**src/rtl/video_wr_arbiter.sv**
```systemverilog
// Round-robin DDR write scheduler for the four per-channel video sampling buffers.
// Each grant issues one write command, then streams one BURST_LEN-beat half of the channel buffer.
module video_wr_arbiter #(
  parameter int                    DQ_WIDTH    = 32,
  parameter int                    RD_ADDR_LEN = 5,
  parameter int                    BURST_LEN   = 16,
  parameter int                    ADDR_WIDTH  = 28,
  parameter logic [ADDR_WIDTH-1:0] CH_REGION   = 28'h0040000
) (
  input  logic                     clk_in,
  input  logic                     rst,
  input  logic                     cfg_en,
  input  logic [3:0]               ch_ready,
  input  logic [3:0]               ch_frame_end,
  input  logic [4*DQ_WIDTH*8-1:0]  ch_rd_data,
  output logic [3:0]               ch_rd_valid,
  output logic [RD_ADDR_LEN-1:0]   ch_rd_addr,
  output logic                     wr_cmd_valid,
  input  logic                     wr_cmd_ready,
  output logic [ADDR_WIDTH-1:0]    wr_cmd_addr,
  output logic [7:0]               wr_cmd_len,
  output logic                     wr_data_valid,
  input  logic                     wr_data_ready,
  output logic [DQ_WIDTH*8-1:0]    wr_data,
  output logic                     wr_data_last,
  output logic [1:0]               grant_id,
  output logic [3:0]               frame_wrap
);
  localparam int NCH = 4;
  localparam int BW  = DQ_WIDTH*8;
  localparam int BTW = RD_ADDR_LEN-1;

  typedef enum logic [2:0] {IDLE, ARB, CMD, DATA, DONE} state_t;

  state_t                          state_q;
  logic [NCH-1:0]                  pend_q, fpend_q, half_q, rd_vld_q;
  logic [NCH-1:0][ADDR_WIDTH-1:0]  off_q;
  logic [1:0]                      rr_q, grant_q, gnt_d, idx;
  logic [BTW-1:0]                  beat_q;
  logic                            cmd_vld_q, dat_vld_q;
  logic [ADDR_WIDTH-1:0]           cmd_addr_q, cmd_addr_d, off_sum, off_d;
  logic [NCH-1:0]                  pend_clr, fp_clr;
  logic                            wrap_d, accept, last_beat;

  // Reverse scan so the nearest pending channel at or after rr wins.
  always_comb begin
    gnt_d = rr_q;
    idx   = rr_q;
    for (int k = NCH-1; k >= 0; k--) begin
      idx = rr_q + 2'(k);
      if (pend_q[idx]) gnt_d = idx;
    end
  end

  always_comb begin
    cmd_addr_d = ADDR_WIDTH'(gnt_d) * CH_REGION + off_q[gnt_d];
    off_sum    = off_q[grant_q] + ADDR_WIDTH'(BURST_LEN);
    wrap_d     = fpend_q[grant_q] || (off_sum >= CH_REGION);
    off_d      = wrap_d ? '0 : off_sum;
    pend_clr   = (state_q == ARB)  ? (NCH'(1) << gnt_d)   : '0;
    fp_clr     = (state_q == DONE) ? (NCH'(1) << grant_q) : '0;
    accept     = dat_vld_q & wr_data_ready;
    last_beat  = (beat_q == BTW'(BURST_LEN-1));
  end

  always_ff @(posedge clk_in or negedge rst) begin
    if (!rst) begin
      state_q    <= IDLE;
      pend_q     <= '0;
      fpend_q    <= '0;
      half_q     <= '0;
      rd_vld_q   <= '0;
      off_q      <= '0;
      rr_q       <= '0;
      grant_q    <= '0;
      beat_q     <= '0;
      cmd_vld_q  <= 1'b0;
      dat_vld_q  <= 1'b0;
      cmd_addr_q <= '0;
    end else begin
      pend_q  <= (pend_q & ~pend_clr) | ch_ready;
      fpend_q <= (fpend_q & ~fp_clr) | ch_frame_end;
      case (state_q)
        IDLE: if (cfg_en && |pend_q) state_q <= ARB;
        ARB: begin
          grant_q    <= gnt_d;
          cmd_addr_q <= cmd_addr_d;
          cmd_vld_q  <= 1'b1;
          rd_vld_q   <= NCH'(1) << gnt_d;
          state_q    <= CMD;
        end
        CMD: if (wr_cmd_ready) begin
          cmd_vld_q <= 1'b0;
          dat_vld_q <= 1'b1;
          beat_q    <= '0;
          state_q   <= DATA;
        end
        DATA: if (wr_data_ready) begin
          beat_q <= beat_q + 1'b1;
          if (last_beat) begin
            dat_vld_q <= 1'b0;
            rd_vld_q  <= '0;
            state_q   <= DONE;
          end
        end
        DONE: begin
          half_q[grant_q] <= ~half_q[grant_q];
          off_q[grant_q]  <= off_d;
          rr_q            <= grant_q + 2'd1;
          state_q         <= IDLE;
        end
        default: state_q <= IDLE;
      endcase
    end
  end

  // Read address runs one beat ahead on accept so the registered buffer read keeps up.
  always_comb begin
    ch_rd_addr = '0;
    if (cmd_vld_q)      ch_rd_addr = {half_q[grant_q], {BTW{1'b0}}};
    else if (dat_vld_q) ch_rd_addr = {half_q[grant_q], beat_q} + RD_ADDR_LEN'(accept);
  end

  assign ch_rd_valid   = rd_vld_q;
  assign wr_cmd_valid  = cmd_vld_q;
  assign wr_cmd_addr   = cmd_addr_q;
  assign wr_cmd_len    = cmd_vld_q ? 8'(BURST_LEN-1) : 8'd0;
  assign wr_data_valid = dat_vld_q;
  assign wr_data       = dat_vld_q ? ch_rd_data[grant_q*BW +: BW] : '0;
  assign wr_data_last  = dat_vld_q & last_beat;
  assign grant_id      = grant_q;
  assign frame_wrap    = (state_q == DONE && wrap_d) ? (NCH'(1) << grant_q) : '0;
endmodule

```
**config.mk**
```make
export PLATFORM = sky130hd
export DESIGN_NAME = video_wr_arbiter
export DESIGN_NICKNAME = d
export VERILOG_FILES = /design/src/rtl/video_wr_arbiter.sv
export SDC_FILE = /design/constraint.sdc
export NUM_CORES = 1
export LEC_CHECK = 0
export BUFFER_PORTS_ARGS = -buffer_cell sky130_fd_sc_hd__buf_2
export CAP_MARGIN = 40
export CELL_PAD_IN_SITES_DETAIL_PLACEMENT = 1
export CELL_PAD_IN_SITES_GLOBAL_PLACEMENT = 1
export CORE_AREA = 2 2 527 529
export CTS_BUF_LIST = sky130_fd_sc_hd__clkbuf_8 sky130_fd_sc_hd__clkbuf_16
export DETAILED_ROUTE_END_ITERATION = 7
export DIE_AREA = 0 0 529 531
export PLACE_DENSITY = 0.31
export SLEW_MARGIN = 20
export SYNTH_ARGS = -nofsm -noshare
export SYNTH_HDL_FRONTEND = slang
export SYNTH_SLANG_ARGS = --single-unit
```
**constraint.sdc**
```tcl
create_clock -name clk_in -period 8.45 [get_ports clk_in]
set_clock_uncertainty 0.1 [all_clocks]
set_input_delay 0.845 -clock clk_in [delete_from_list [all_inputs] [get_ports clk_in]]
set_output_delay 0.845 -clock clk_in [all_outputs]
set_load 0.01 [all_outputs]
```
**Yosys cells after proc, flatten, opt, wreduce, memory -nomap -nowiden**

Index checks and enable logic that the tools add are counted.

- Word-level logic and storage cells: 117
- Input bits: 1,037
- Flip-flop bits (word level): 169

- Muxes and demuxes: 51
- Bitwise gates (word level): 9
- Order comparisons: 8
- Add/subtract/negate cells: 8
- Equality and inequality tests: 9
- Shifts and indexed selects: 3
- Reductions and logical operators: 14

Operator list:

| operator | number |
|---|---|
| 1024-bit by 11-bit variable part select with 256-bit output | 1 |
| 256-bit 2-to-1 mux | 1 |
| 28-bit binary-select mux with 2-bit select | 2 |
| 112-bit bitwise mux | 1 |
| 28-bit 2-to-1 mux | 4 |
| 28-bit demux with 2-bit select | 1 |
| 4-bit 2-to-1 mux | 8 |
| 20-bit by 28-bit adder with 28-bit output | 1 |
| 28-bit by 5-bit adder with 28-bit output, second input constant | 1 |
| 28-bit by 19-bit greater-or-equal comparator with 1-bit output, second input constant | 1 |
| 2-bit by 3-bit less-than comparator with 1-bit output, second input constant | 6 |
| 4-bit case mux with 2 select lines | 2 |
| 1-bit binary-select mux with 2-bit select | 6 |
| 3-bit 2-to-1 mux | 4 |
| 3-bit case mux with 4 select lines | 1 |
| 1-bit 2-to-1 mux | 11 |
| 5-bit 2-to-1 mux | 2 |
| 4-bit bitwise AND | 2 |
| 2-bit 2-to-1 mux | 4 |
| 2-bit != test, second input constant | 4 |
| 4-bit inverter | 2 |
| 4-bit bitwise OR | 2 |
| 4-bit AND reduction | 2 |
| 1-bit by 2-bit << shifter with 4-bit output, first input constant | 2 |
| 21 further kinds | 31 |

**Logic depth before layout (Yosys ltp)**

- Depth in word-level cells: 12
- Gate-level depth with buffers: 15
- Depth with buffers taken out: 14

**Least setup slack after synthesis**

No wires, ideal clock.

- Kind: flip-flop to output port
- Start: register grant_q[0] (netlist: grant_id[0])
- End: output frame_wrap[0]
- Cell stages (with the launch flop): 16
- Buffers on the path: 5
- Required time: 7.505 ns
- Data arrival time: 3.343 ns
- Setup slack: 4.162 ns
- Cells stage by stage: dfrtp_1 > buf_6 > buf_6 > mux4_2 > ha_1 > nand2_1 > o22a_1 > or4_1 > buf_2 > o31ai_1 > o41ai_1 > nand4_1 > clkbuf_1 > buf_2 > nor2_1 > nor2_1

- Cells in the longest elaborated chain, start to end: 7
- Elaborated cells between the ends (all ways): 10

Ends and longest elaborated chain:

| item | line | source |
|---|---|---|
| start: declaration | 38 | `logic [1:0] rr_q, grant_q, gnt_d, idx;` |
| start signal: assignment | 86 | `grant_q <= gnt_d;` |
| 28-bit binary-select mux with 2-bit select | 57 | `off_sum = off_q[grant_q] + ADDR_WIDTH'(BURST_LEN);` |
| 28-bit 2-to-1 mux (implied by the code) | 57 |  |
| 28-bit by 5-bit adder with 28-bit output | 57 |  |
| 28-bit by 19-bit greater-or-equal comparator with 1-bit output | 58 | `wrap_d = fpend_q[grant_q] \|\| (off_sum >= CH_REGION);` |
| 1-bit logical OR | 58 |  |
| 1-bit logical AND | 132 | `assign frame_wrap = (state_q == DONE && wrap_d) ? (NCH'(1) << grant_q) : '0;` |
| 4-bit 2-to-1 mux (*) | 132 |  |
| end: declaration | 27 | `output logic [3:0] frame_wrap` |

Mark *: on every way between the ends. The rest lies on a longest branch, timed or not. The select of a mux whose other input is x is not followed.

**Worst setup path in the final report**

- Start: register grant_q[1] (netlist: grant_id[1])
- End: output wr_data[81]

- Cells in the longest elaborated chain, start to end: 2

Ends and longest elaborated chain:

| item | line | source |
|---|---|---|
| 1024-bit by 11-bit variable part select with 256-bit output | 129 | `assign wr_data = dat_vld_q ? ch_rd_data[grant_q*BW +: BW] : '0;` |
| 256-bit 2-to-1 mux | 129 |  |
| end: declaration | 24 | `output logic [DQ_WIDTH*8-1:0] wr_data,` |

No other way between the ends.

==> results.toml <==
[global_route]
grt_max_degree = 107
antenna_found_initial = 296
grtUsageMet1_pct = 20.19
grt.met2_usage_pct = 32.83
grt_remaining_overflow = 0
grt_pass1_wl_um = 318200
track_usage_pct = 18.57
busiest_layer = "met2"
grt_pass1_vias = 20783
grtUsageMet3_pct = 7.306

[yosys]
synth_top_family_by_area = "multiplexers"
syn-cell-area_um2 = 16560
synthAdderAreaFrac_pct = 0.9517
synthCells = 1508
synth_top_area_cell = "mux4_2"
synth_top_area_share_pct = 38.61
synthSimpleGateAreaFrac_pct = 20.41
ys_seq_elements = 169
synthXorXnorAreaFrac_pct = 1.005
seq_area_frac_synth_pct = 25.53
synth_area_per_cell_um2 = 10.98
synth_area_leaders = "mux4_2, dfrtp_1, and2_1"
synthMuxAreaShare_pct = 40.52
synth_edf_count = 0
synth_async_sr_flop_share_pct = 100.0
synth_warnings = 0
synthDistinctLibCells = 55
synth-compound-area-share_pct = 7.176
synth_ff_type = "dfrtp_1"

[sta]
period_needed_ns = 5.630
setup_tns_ns = 0
worst_pin_slew_ns = 0.9276
setup_viol_count_final = 0
hold_violations = 0
whs_ns = 0.2542
grt_setup_unrepaired = "false"
period_share_pct = 66.63
timing.final.ws_setup_ns = 2.820
fmax_mhz = 177.6
slew_headroom_pct = 38.16
slew_violations = 0

[placement]
hpwlAfterDp_um = 246900
portBuffers = 1342
placed_cell_area_um2 = 27550
place_ws_ns = 3.197
globalplace.congestion = 0.9195

[clocking]
cts.htree.levels = 4
cts_tree = "yes"
postCtsSetupRepairBufs = 0
ctsHoldBuffers = 0
clk_latency_ns = 0.48
cts_inserted_buffers = 17
path_clk_slew_ns = 0.08
clock_sinks = 169
cts_root_buf = "clkbuf_16"
cts_resized = 0
clock_path_buffers = 2

[cells_and_area]
final_cell_mix = "buf_2, and2_1, mux4_2"
fill_cells = 32725
final_common_cell = "buf_2"
drive_gt1_share_pct = 62.04
final_area_um2 = 28590
syn2layout_area_growth_pct = 72.58
nets = 3807

[setup_path]
arrival_ns = 4.68
cp_num_buf_inv = 4
end_kind = "primary output"
cp.required_ns = 7.51
cp_max_fo = 54
cp_cell_sequence = "buf_4 -> buf_4 -> buf_4 -> mux4_2 -> and2_1 -> buf_2"
max_stage_delay_ns = 0.82
crit_type = "reg -> out"
crit_family = "buffers and inverters"
cpMaxStageDelayCell = "dfrtp_4"
rr_worst_depth = 10
cp.depth = 6
cp-start-kind = "flop"
path_common_cell = "buf_4"

[die]
fp.dieArea_um2 = 280900
fp.dieW_um = 529
initial_core_util_pct = 6.017
core_um2 = 275300
pin_count = 1347
fp.dieH_um = 531
rows = 193

[drt]
drtIter0Drc = 1657
wl_per_cell_um = 41.81
routed_wl_um = 272700
remaining_drc_errors = 0
dr_total_vias = 21028
dr.pass1.iters = 5
drt-vias-per-instance = 3.224
ant_nets = 0

[status]
outcome = "complete, no violations"

[pwr]
p_leak_nw = 11.85
ir_drop_mv = 0.1748
powerDensity_nw_per_um2 = 314.8
power.total_mw = 8.998

[flow_run]
drv_cap = 0

[min_path]
worstHoldPathType = "in -> async"
cell usage after synthesis, types with 2 or more instances:
library cell	count
nand3_1	39
buf_2	5
ha_1	11
nand3b_1	2
buf_4	9
xor2_1	6
a21oi_1	8
nand2_1	234
nand2b_1	2
mux2i_1	21
o21ai_0	59
or4_1	2
o41ai_1	20
and4_1	2
a31oi_1	5
or2_1	3
buf_6	6
clkbuf_1	100
dfrtp_1	169
mux4_2	284
and3_1	5
mux2_2	7
nor4_1	4
xnor2_1	13
a22o_1	19
o21bai_1	2
and2_1	301
o31ai_2	3
nand4_1	4
nor2b_1	5
o21ai_1	10
a21o_1	11
nor3_1	10
o31ai_1	28
or3_1	3
nor2_1	29
nor3b_1	2
buf_1	32
inv_1	17
metal layers:
layer,up-vias,wire length (um)
met4,116,10630
met1,10720,98890
met2,1433,136100
met3,437,26260
li1,8322,-
met5,-,798
path summary, 6_finish.rpt:
kind,startpoint,to,slack [ns]
max,grant_id[1]$_DFFE_PN0P_,wr_data[81],2.82
min,rst,wr_cmd_addr[0]$_DFFE_PN0P_,0.25
max reg2reg,grant_id[1]$_DFFE_PN0P_,off_q[6]$_DFFE_PN0P_,3.76
min reg2reg,fpend_q[0]$_DFF_PN0_,fpend_q[0]$_DFF_PN0_,0.38
max in group asynchronous,rst,pend_q[0]$_DFF_PN0_,6.11
min in group clk_in,fpend_q[0]$_DFF_PN0_,fpend_q[0]$_DFF_PN0_,0.38
state kept, by name, indices dropped and copies added (netlist names):
name,cells
off_q,112
wr_cmd_addr,28
beat_q,4
ch_rd_valid,4
fpend_q,4
half_q,4
pend_q,4
state_q,3
grant_id,2
rr_q,2
wr_cmd_valid,1
wr_data_valid,1
where the power goes:
part,switching [mW],internal (mW),leakage (nW)
registers,0.204,0.920,2.27
logic,4.66,2.33,9.27
clock network,0.397,0.480,0.306
per-stage QoR:
step / cells / util [%]
floorplan: 1511 / -
global placement: 6337 / 9.965
detailed placement: 6344 / 10.01
CTS: 6376 / 10.23
global route: 6450 / 10.32
finish: 6522 / 10.38
area by class of cell:
| class | instances | area [um^2] | share of cell area (%) |
|---|---|---|---|
| timing repair buffer | 1380 | 7149 | 25.01 |
| antenna | 144 | 360.3 | 1.261 |
| clock inverter | 14 | 182.7 | 0.6390 |
| inverter | 19 | 72.57 | 0.2539 |
| multi-input combinational | 1171 | 11630 | 40.68 |
| clock buffer | 18 | 439.2 | 1.536 |
| tap | 3607 | 4513 | 15.79 |
| sequential | 169 | 4240 | 14.83 |
cells by family after synthesis:
kind of cell | Yosys count
other cells | 1
flops | 169
mux | 313
simple gates | 650
buf+inv | 171
compound gates | 173
fa+ha+maj | 12
xor+xnor | 19
worst reg2reg max path: stages (launching register included):
cell     delay [ns]
dfrtp_4        0.82
buf_4          0.61
mux4_2         0.39
nand3_1        0.16
or4_1          0.65
o41ai_1        0.43
nand4_1        0.17
buf_4          0.25
or2_1          0.43
buf_4          0.30
o31ai_1        0.29
(Power assumes the default switching activity.)
